### src/rtl/vote_pkg.sv
// Shared definitions for the voter and debounce stages.
package vote_pkg;

  typedef enum logic {
    STABLE  = 1'b0,
    PENDING = 1'b1
  } vote_state_e;

  localparam int unsigned HOLD_DEF     = 4;
  localparam int unsigned GLITCH_W_DEF = 8;

endpackage

### src/rtl/vote_debounce_sat_counter.sv
// Saturating up-counter with a synchronous clear that takes priority over increment.
module sat_counter #(
  parameter int unsigned W = 8
) (
  input  logic         clk,
  input  logic         rst_n,
  input  logic         clr,
  input  logic         inc,
  output logic [W-1:0] cnt
);

  logic [W-1:0] cnt_q, cnt_d;

  always_comb begin
    cnt_d = cnt_q;
    if (clr) begin
      cnt_d = '0;
    end else if (inc && (cnt_q != '1)) begin
      cnt_d = cnt_q + W'(1);
    end
  end

  always_ff @(posedge clk or negedge rst_n) begin
    if (!rst_n) begin
      cnt_q <= '0;
    end else begin
      cnt_q <= cnt_d;
    end
  end

  assign cnt = cnt_q;

endmodule

### src/rtl/vote_debounce.sv
// Persistence filter behind the majority voter: accepts a new decision only after
// HOLD consecutive enabled disagreeing samples, with edge pulses and a glitch counter.
module vote_debounce
  import vote_pkg::*;
#(
  parameter int unsigned HOLD     = HOLD_DEF,
  parameter int unsigned CNT_W    = 3,
  parameter int unsigned GLITCH_W = GLITCH_W_DEF
) (
  input  logic                clk,
  input  logic                rst_n,
  input  logic                vote_in,
  input  logic                sample_en,
  input  logic                glitch_clr,
  output logic                out,
  output logic                rise,
  output logic                fall,
  output logic                pending,
  output logic [GLITCH_W-1:0] glitch_cnt
);

  localparam logic [CNT_W-1:0] HOLD_CNT = CNT_W'(HOLD);

  vote_state_e      state_q, state_d;
  logic [CNT_W-1:0] cnt_q, cnt_d;
  logic             out_q, out_d;
  logic             rise_q, rise_d;
  logic             fall_q, fall_d;
  logic             disagree;
  logic             abort;

  assign disagree = sample_en && (vote_in != out_q);

  always_comb begin
    state_d = state_q;
    cnt_d   = cnt_q;
    out_d   = out_q;
    rise_d  = 1'b0;
    fall_d  = 1'b0;
    abort   = 1'b0;
    unique case (state_q)
      STABLE: begin
        cnt_d = '0;
        if (disagree) begin
          if (HOLD == 1) begin
            out_d  = ~out_q;
            rise_d = ~out_q;
            fall_d = out_q;
          end else begin
            cnt_d   = CNT_W'(1);
            state_d = PENDING;
          end
        end
      end
      PENDING: begin
        // A disabled cycle is a gap, not a break: state and count are held.
        if (sample_en) begin
          if (disagree) begin
            if (cnt_q + CNT_W'(1) == HOLD_CNT) begin
              out_d   = ~out_q;
              rise_d  = ~out_q;
              fall_d  = out_q;
              cnt_d   = '0;
              state_d = STABLE;
            end else begin
              cnt_d = cnt_q + CNT_W'(1);
            end
          end else begin
            abort   = 1'b1;
            cnt_d   = '0;
            state_d = STABLE;
          end
        end
      end
      default: begin
        state_d = STABLE;
        cnt_d   = '0;
      end
    endcase
  end

  always_ff @(posedge clk or negedge rst_n) begin
    if (!rst_n) begin
      state_q <= STABLE;
      cnt_q   <= '0;
      out_q   <= 1'b0;
      rise_q  <= 1'b0;
      fall_q  <= 1'b0;
    end else begin
      state_q <= state_d;
      cnt_q   <= cnt_d;
      out_q   <= out_d;
      rise_q  <= rise_d;
      fall_q  <= fall_d;
    end
  end

  sat_counter #(
    .W(GLITCH_W)
  ) u_glitch_cnt (
    .clk  (clk),
    .rst_n(rst_n),
    .clr  (glitch_clr),
    .inc  (abort),
    .cnt  (glitch_cnt)
  );

  assign out     = out_q;
  assign rise    = rise_q;
  assign fall    = fall_q;
  assign pending = (state_q == PENDING);

endmodule

### config.mk
export PLATFORM = sky130hd
export DESIGN_NAME = vote_debounce
export DESIGN_NICKNAME = d
export VERILOG_FILES = /design/src/rtl/vote_pkg.sv /design/src/rtl/vote_debounce_sat_counter.sv /design/src/rtl/vote_debounce.sv
export SDC_FILE = /design/constraint.sdc
export NUM_CORES = 1
export LEC_CHECK = 0
export CAP_MARGIN = 0
export CORE_MARGIN = 3
export CORE_UTILIZATION = 45
export CTS_CLUSTER_SIZE = 24
export DETAILED_ROUTE_END_ITERATION = 12
export MAX_ROUTING_LAYER = met4
export PLACE_DENSITY = 0.8
export SLEW_MARGIN = 10
export SYNTH_ARGS = -nofsm -noshare
export SYNTH_HDL_FRONTEND = slang
export SYNTH_HIERARCHICAL = 1
export SYNTH_SLANG_ARGS = --single-unit
### constraint.sdc
create_clock -name clk -period 4.2 [get_ports clk]
set_input_delay 0.84 -clock clk [delete_from_list [all_inputs] [get_ports clk]]
set_output_delay 0.84 -clock clk [all_outputs]
set_load 0.01 [all_outputs]
After elaboration in Yosys (flattened, before gate mapping)
Cells that the tools add are included.
{ "classes": {"n_mux": 23, "magnitude_cmp": 0, "multipliers": 0, "n_reduce_logical": 4, "n_bitwise": 2, "n_eq_ne": 4, "addsub": 2, "shift": 0, "n_div": 0} }
{ "ops": {"columns": ["op", "n"], "rows": [
  ["$mux 1", 16],
  ["$mux 8", 2],
  ["$mux 3", 3],
  ["$add 8x1->8 const B", 1],
  ["$ne 8x8->1 const B", 1],
  ["$pmux 3 s2", 1],
  ["$reduce_and 4->1", 1],
  ["$add 3x1->3 const B", 1],
  ["$eq 3x3->1 const B", 1],
  ["$logic_and 1x1->1", 2],
  ["$ne 2x2->1 const B", 1],
  ["$not 1->1", 2],
  ["$pmux 1 s2", 1],
  ["$reduce_bool 2->1", 1],
  ["$ne 1x1->1", 1]
]} }
{ "word_totals": {"n_memories": 0, "mem_bits_ro": 0, "elab_cells": 41, "input_bits": 5, "out_inout_bits": 12, "ram_bits": 0, "latchBits": 0, "regBits": 15} }

Longest topological paths before layout
Gate-level depths: netlist of the first run.
{ "logic_depth": {"ltp_word": 8, "depth_mapped": 7, "mapped_depth_nobuf": 5} }

Cells and area by module
The synthesis of the first run kept the hierarchy.
{ "by_module_without_submodules": {"columns": ["module", "n_inst", "seq_area_each_um2", "area_per_inst_um2", "cells_each"], "rows": [
  ["sat_counter", 1, 200.2, 464.2, 49],
  ["vote_debounce", 1, 175.2, 387.9, 34]
]} }

Worst setup path after synthesis of the first run
OpenSTA, ideal clock, no wires.
{ "synth_timing": {"path_type": "in2reg", "from": "in sample_en", "to": "reg u_glitch_cnt.cnt_q[7] (netlist: u_glitch_cnt/cnt[7])", "path_buffers": 2, "arrival_ns": 1.992, "required_ns": 4.106, "setup_ns": 0.094, "cell_stages": 7, "slack_ns": 2.114, "path_cell_list": "buf_4 > inv_1 > nor3_1 > buf_2 > nand3_1 > or3_1 > a211oi_1"} }
{ "synth_via": {"elab_chain_len": 6} }
{ "synth_rtl": {"columns": ["item", "line", "rtl"], "rows": [
  ["start, declared", "vote_debounce.sv:13", "input logic sample_en,"],
  ["$logic_and 1x1->1", "vote_debounce.sv:32", "assign disagree = sample_en && (vote_in != out_q);"],
  ["$mux 1", "vote_debounce.sv:58", "if (disagree) begin"],
  ["$mux 1 *", "vote_debounce.sv:57", "if (sample_en) begin"],
  ["$mux 1 *", "vote_debounce.sv:41", "unique case (state_q)"],
  ["named net abort", "vote_debounce.sv:30", "logic abort;"],
  ["$logic_and 1x1->1 *", "vote_debounce_sat_counter.sv:18", "end else if (inc && (cnt_q != '1)) begin"],
  ["$reduce_bool 2->1 (no line) *", null, null],
  ["end signal, assigned", "vote_debounce_sat_counter.sv:27", "cnt_q <= cnt_d;"],
  ["end, declared", "vote_debounce_sat_counter.sv:12", "logic [W-1:0] cnt_q, cnt_d;"]
]} }
Mark *: on every way through the listed nets, which the timed path passes. The rest lies on a longest branch.
A chain may end at the register's enable or synchronous reset.

Final worst setup path of the first run
Same ends and word-level chain as after synthesis.

==> impl_metrics.json, run 1 <==
{
  "max_slew_margin_pct": 45.9,
  "layout.nets": 109,
  "grt_usage_pct": 17.0,
  "port_buffers": 16,
  "cts_sinks": 15,
  "syn-num-nets": 91,
  "setup_slack_ps": 1270,
  "synth-seq-area-share_pct": 44.1,
  "rows": 15,
  "synth_top_cells_by_area": "dfrtp_1 (44%), ha_1 (4.4%), mux2_2 (4.0%)",
  "setup_tns_ps": 0,
  "grt_start_max_net_pins": 16,
  "wire_per_inst_um": 13.9,
  "syn_inst": 83,
  "fmaxAchievable_mhz": 342,
  "postCtsResizedCells": 0,
  "setup_viol": 0,
  "drive_gt1_share_pct": 14.0,
  "yosys.area.top_type": "dfrtp_1",
  "vias": 694,
  "cp.required_ps": 4400,
  "rsz0062_at_grt": "no",
  "hpwl_mm": 1.28,
  "finalCritPeriodShare_pct": 69.7,
  "maxCapViolCount": 0,
  "io_pins": 17,
  "grt_pass1_wl_mm": 3.17,
  "synth_top_cell_area_share_pct": 44.1,
  "arrival_ps": 3120,
  "fp.dieW_um": 49.5,
  "multi_input_area_um2": 445,
  "syn-cell-area_um2": 852,
  "power.density_nw_per_um2": 251,
  "postCtsSetupBuffers": 0,
  "grt_util_met1_pct": 22.4,
  "busiest_layer": "met2",
  "leakagePower_nw": 0.435,
  "hold_viol_final": 0,
  "drc": 0,
  "worst_ir_drop_vdd_v": 0.000206,
  "antenna_found_initial": 0,
  "pre_cts_slack_ps": 997,
  "cts_buffer_depth": 2,
  "tightestPinTransition_ps": 806,
  "finalCriticalPeriod_ps": 2930,
  "clk_pin_slew_ps": 90,
  "holdBufCountCts": 0,
  "drt-initial-drc-count": 8,
  "crit_path_max_fanout": 9,
  "core_area_um2": 1760,
  "fp.dieArea_um2": 2450,
  "ant_nets": 0,
  "syn2layout_area_growth_pct": 23.8,
  "grt-ovfl-total": 0,
  "ff_latch_area_um2": 375,
  "yosysUniqueCellTypes": 39,
  "hold_slack_ps": 555,
  "antenna_cells": 0,
  "cts_buffers": 3,
  "clk_latency_ps": 290,
  "total_power_mw": 0.264,
  "grt_pass1_vias": 691,
  "worstSetupEndpointType": "flip-flop",
  "fillers": 159,
  "root_buffer": "clkbuf_4",
  "initial_core_util_pct": 48.3,
  "cts_tree": "built",
  "htree_levels": 1,
  "cp-start-kind": "input port",
  "yosys_register_bits": 15,
  "yosys_warnings": 6,
  "holdCritPathClass": "flip-flop to flip-flop",
  "drt_wl_total_mm": 1.73,
  "syn_avg_cell_area_um2": 10.3,
  "first_pass_iters": 4,
  "vias_per_cell": 5.55,
  "status": "complete, no violations",
  "path_class": "input port to flip-flop",
  "die_h_um": 49.5,
  "use_met3_pct": 6.34,
  "maxSlewViolCount": 0,
  "grt_use_met2_pct": 25.7,
  "place.gp.congestion": 0.790,
  "finClkSkew_ps": 2.31
}
## flip-flops by register name (all words and copies together), names as in the netlist
signal / cells
rise: 1
fall: 1
u_glitch_cnt/cnt: 8
out: 1
pending: 1
cnt_q: 3
## worst max-delay path, stage by stage
cell and delay, ps:
clkdlybuf4s50_1 620, inv_1 140, nor3_1 680, nand3_1 250, or3_1 350, a211oi_1 250
## logic make-up (layout without fill, tap and decap cells)
family                   Yosys count  after routing  synth area share (%)
multiplexers                       4              4                  5.14
AO/OA/AOI/OAI                     14             14                  12.9
AND/OR/NAND/NOR                   37             37                  26.7
XOR/XNOR                           3              3                  3.08
flip-flops                        15             15                  44.1
buffers and inverters              7             24                  3.67
adder cells (fa/ha/maj)            3              3                  4.41
## layout make-up
cell class | instances | share of cell area (%)
Timing Repair Buffer | 16 | 15.2
Sequential cell | 15 | 35.6
Clock inverter | 1 | 0.474
Inverter | 4 | 1.42
Clock buffer | 3 | 2.14
Multi-Input combinational cell | 61 | 42.2
Tap cell | 25 | 2.97
## cell usage after synthesis (all sizes together)
master,n
a21oi,4
buf,2
a311o,1
and4,2
nor2,2
a31oi,1
nor2b,3
xnor2,1
or3,1
nand2,5
nor3b,3
o221ai,1
nor4,1
and4bb,1
and3,3
nand3,5
dfrtp,15
a211oi,1
nor3,5
nand4,2
ha,3
mux2i,1
nand2b,3
inv,4
a2111oi,2
or4b,1
xor2,2
mux2,3
o22ai,1
a41oi,1
clkbuf,1
o21ai,1
a21boi,1
## placed cells by master (no fill, tap or decap), types with 2 or more instances in the layout
cell type,n
a21oi_1,4
and3_1,2
clkbuf_4,3
clkdlybuf4s50_1,16
dfrtp_1,15
ha_1,3
inv_1,3
mux2_2,3
nand2_1,5
nand2b_1,3
nand3_1,4
nand4_1,2
nor2_1,2
nor2b_1,3
nor3_1,5
nor3b_1,3
xor2_1,2
## per-layer routing
layer | wire length, µm | up-vias
met2 | 838 | 16
li1 | - | 347
met1 | 806 | 329
met3 | 75 | 2
met4 | 12 | 0
met5 | 0 | -
## per-stage QoR
step,cell area (µm²),std cells,utilization [%]
floorplan,852,83,-
global placement,1030,121,58.2
detailed placement,1030,121,58.2
CTS,1050,125,59.8
global route,1050,125,59.8
finish,1050,125,59.8
## power breakdown
group / internal [mW] / total [mW] / switching, mW
combinational: 0.0127 / 0.0276 / 0.0149
clock: 0.0354 / 0.0844 / 0.0489
sequential: 0.148 / 0.152 / 0.00482
total: 0.196 / 0.264 / 0.0687
## path summary, 6_finish.rpt
check,start,slack (ps),to,cells after the start
max,sample_en,1270,u_glitch_cnt/cnt[7]$_DFFE_PN0P_,6
min,out$_DFFE_PN0P_,550,rise$_DFF_PN0_,1
max reg2reg,out$_DFFE_PN0P_,1950,u_glitch_cnt/cnt[7]$_DFFE_PN0P_,5
min reg2reg,out$_DFFE_PN0P_,550,rise$_DFF_PN0_,1
max in group asynchronous,rst_n,2820,u_glitch_cnt/cnt[2]$_DFFE_PN0P_,1
min in group asynchronous,rst_n,950,u_glitch_cnt/cnt[5]$_DFFE_PN0P_,1
Power figures use the tool's default switching activity.
==> run 2: changes to the inputs <==
Settings changed: CORE_UTILIZATION 45 to 44, PLACE_DENSITY 0.8 to 0.82.
Clock period 4.2 ns to 2.55 ns, I/O delays scaled along.
==> run 2 against run 1 <==
Register-to-register slack got worse by 1200 ps. Power rose by 66%. Combinational power rose by 76%. Clock-buffer cell count up 1. Worst hold slack improved by 7.3 ps. Final cell count is 1.6% higher. First-iteration DRC count grew to 3.8 times the previous value. Wire length up 1.6%. Sequential power is 65% higher. Global-route usage decreased by 0.24 points. Via count up 5.0%. Non-clock buffer count up 2. Largest cell class unchanged. Largest power group unchanged.
==> impl_metrics.json, run 2 (synthesized netlist as in run 1, its figures left out) <==
{
  "grt_usage_pct": 16.8,
  "wire_per_inst_um": 13.9,
  "fmaxAchievable_mhz": 475,
  "p_int_mw": 0.327,
  "crit_path_start": "vote_in",
  "tightestPinTransition_ps": 697,
  "hold_viol_final": 0,
  "clk_latency_ps": 280,
  "postCtsResizedCells": 0,
  "finalCritPeriodShare_pct": 82.5,
  "core_area_um2": 1780,
  "arrival_ps": 2270,
  "power.density_nw_per_um2": 411,
  "antenna_cells": 0,
  "root_buffer": "clkbuf_4",
  "die_h_um": 50.0,
  "design_area_um2": 1070,
  "place.gp.congestion": 0.878,
  "cts_tree": "built",
  "fillers": 153,
  "maxSlewViolCount": 0,
  "pre_cts_slack_ps": 152,
  "holdBufCountCts": 0,
  "initial_core_util_pct": 47.8,
  "cp.required_ps": 2720,
  "worstSetupEndpointType": "flip-flop",
  "hpwl_mm": 1.29,
  "drc": 0,
  "r2r_slack_ps": 750,
  "vias_per_cell": 5.74,
  "io_pins": 17,
  "fp.dieW_um": 50.0,
  "fp.dieArea_um2": 2500,
  "p_switching_mw": 0.113,
  "vias": 729,
  "cts_buffer_depth": 2,
  "path_class": "input port to flip-flop",
  "finalNonFillerCells": 127,
  "htree_levels": 1,
  "r2r_start": "out$_DFFE_PN0P_",
  "switching_share_pct": 25.7,
  "port_buffers": 16,
  "rsz0062_at_grt": "no",
  "cts_sinks": 15,
  "grt_pass1_vias": 677,
  "hp-start": "out$_DFFE_PN0P_",
  "leakagePower_nw": 0.443,
  "final_util_pct": 59.9,
  "layout_commonest_cell": "clkdlybuf4s50_1",
  "setup_tns_ps": 0,
  "drt_wl_total_mm": 1.76,
  "maxCapViolCount": 0,
  "ff_latch_area_um2": 375,
  "clk_pin_slew_ps": 90,
  "cts_buffers": 3,
  "layout.nets": 111,
  "drive_gt1_share_pct": 14.7,
  "syn2layout_area_growth_pct": 25.4,
  "antenna_found_initial": 0,
  "first_pass_iters": 4,
  "drt-initial-drc-count": 30,
  "combPwrFrac_pct": 11.0,
  "grt_pass1_wl_mm": 3.04,
  "largest_reg_flops": 8,
  "postCtsSetupBuffers": 0,
  "finalCriticalPeriod_ps": 2100,
  "status": "complete, no violations",
  "setup_slack_ps": 447,
  "placed_area_um2": 1040,
  "max_slew_margin_pct": 53.4,
  "holdCritPathClass": "flip-flop to flip-flop",
  "rows": 15,
  "setup_viol": 0,
  "worst_ir_drop_vdd_v": 0.000290,
  "finClkSkew_ps": 3.28,
  "ant_nets": 0,
  "seq_power_share_pct": 57.1,
  "grt-ovfl-total": 0,
  "final_cell_mix": "clkdlybuf4s50_1 (16), dfrtp_1 (15), nand2_1 (5), nor3_1 (5)",
  "place_inst": 123,
  "grt_start_max_net_pins": 16,
  "cp-start-kind": "input port",
  "crit_path_max_fanout": 9,
  "clkPwrFrac_pct": 31.8,
  "multi_input_area_um2": 445
}
==> run 2: changes by cell type in the layout (fill, tap and decap cells not counted), sizes merged <==
cell | previous run | this run
clkinv | 1 | 0
buf | 0 | 2
clkbuf | 3 | 4
==> run 2: critical path, stage by stage <==
cell	delay (ps)
clkdlybuf4s50_1	490
xor2_1	250
nor3_1	170
buf_4	190
nand3_1	130
a2111oi_0	440
nor3b_1	90
==> run 2: cell type report <==
cell class,count,share of cell area (%)
Clock buffer,4,2.46
Inverter,4,1.41
Multi-Input combinational cell,61,41.7
Sequential cell,15,35.1
Tap cell,25,2.93
Timing Repair Buffer,18,16.4
==> run 2: path summary, 6_finish.rpt <==
path,cells after the start,to
worst min register to register,1,rise$_DFF_PN0_
min in group asynchronous,1,u_glitch_cnt/cnt[5]$_DFFE_PN0P_
worst min-delay path,1,rise$_DFF_PN0_
worst max-delay path,7,u_glitch_cnt/cnt[5]$_DFFE_PN0P_
max in group asynchronous,1,u_glitch_cnt/cnt[7]$_DFFE_PN0P_
worst max register to register,6,u_glitch_cnt/cnt[5]$_DFFE_PN0P_
==> run 2: stage by stage <==
step | hold WS, ps | total power [mW]
6_report | 562 | 0.439
5_1_grt | 597 | 0.465
3_5_place_dp | 544 | 0.304
3_3_place_gp | 529 | 0.303
4_1_cts | 563 | 0.447
2_1_floorplan | 214 | 0.280
==> run 2: power by group through the flow <==
| stage | logic [mW] | clock network (mW) | registers, mW |
|---|---|---|---|
| 6_report | 0.0485 | 0.140 | 0.251 |
| 5_1_grt | 0.0533 | 0.160 | 0.252 |
| 3_3_place_gp | 0.0472 | 0 | 0.255 |
| 2_1_floorplan | 0.0244 | 0 | 0.255 |
| 3_5_place_dp | 0.0485 | 0 | 0.255 |
| 4_1_cts | 0.0488 | 0.148 | 0.250 |
==> run 2: routing by layer <==
metal / track usage (%) / share of wire [%] / up-vias
met2: 26.5 / 50 / 21
li1: - / - / 346
met3: 3.93 / 3.5 / 5
met4: 11.1 / 2.6 / 0
met5: - / 0 / -
met1: 18.7 / 44 / 357
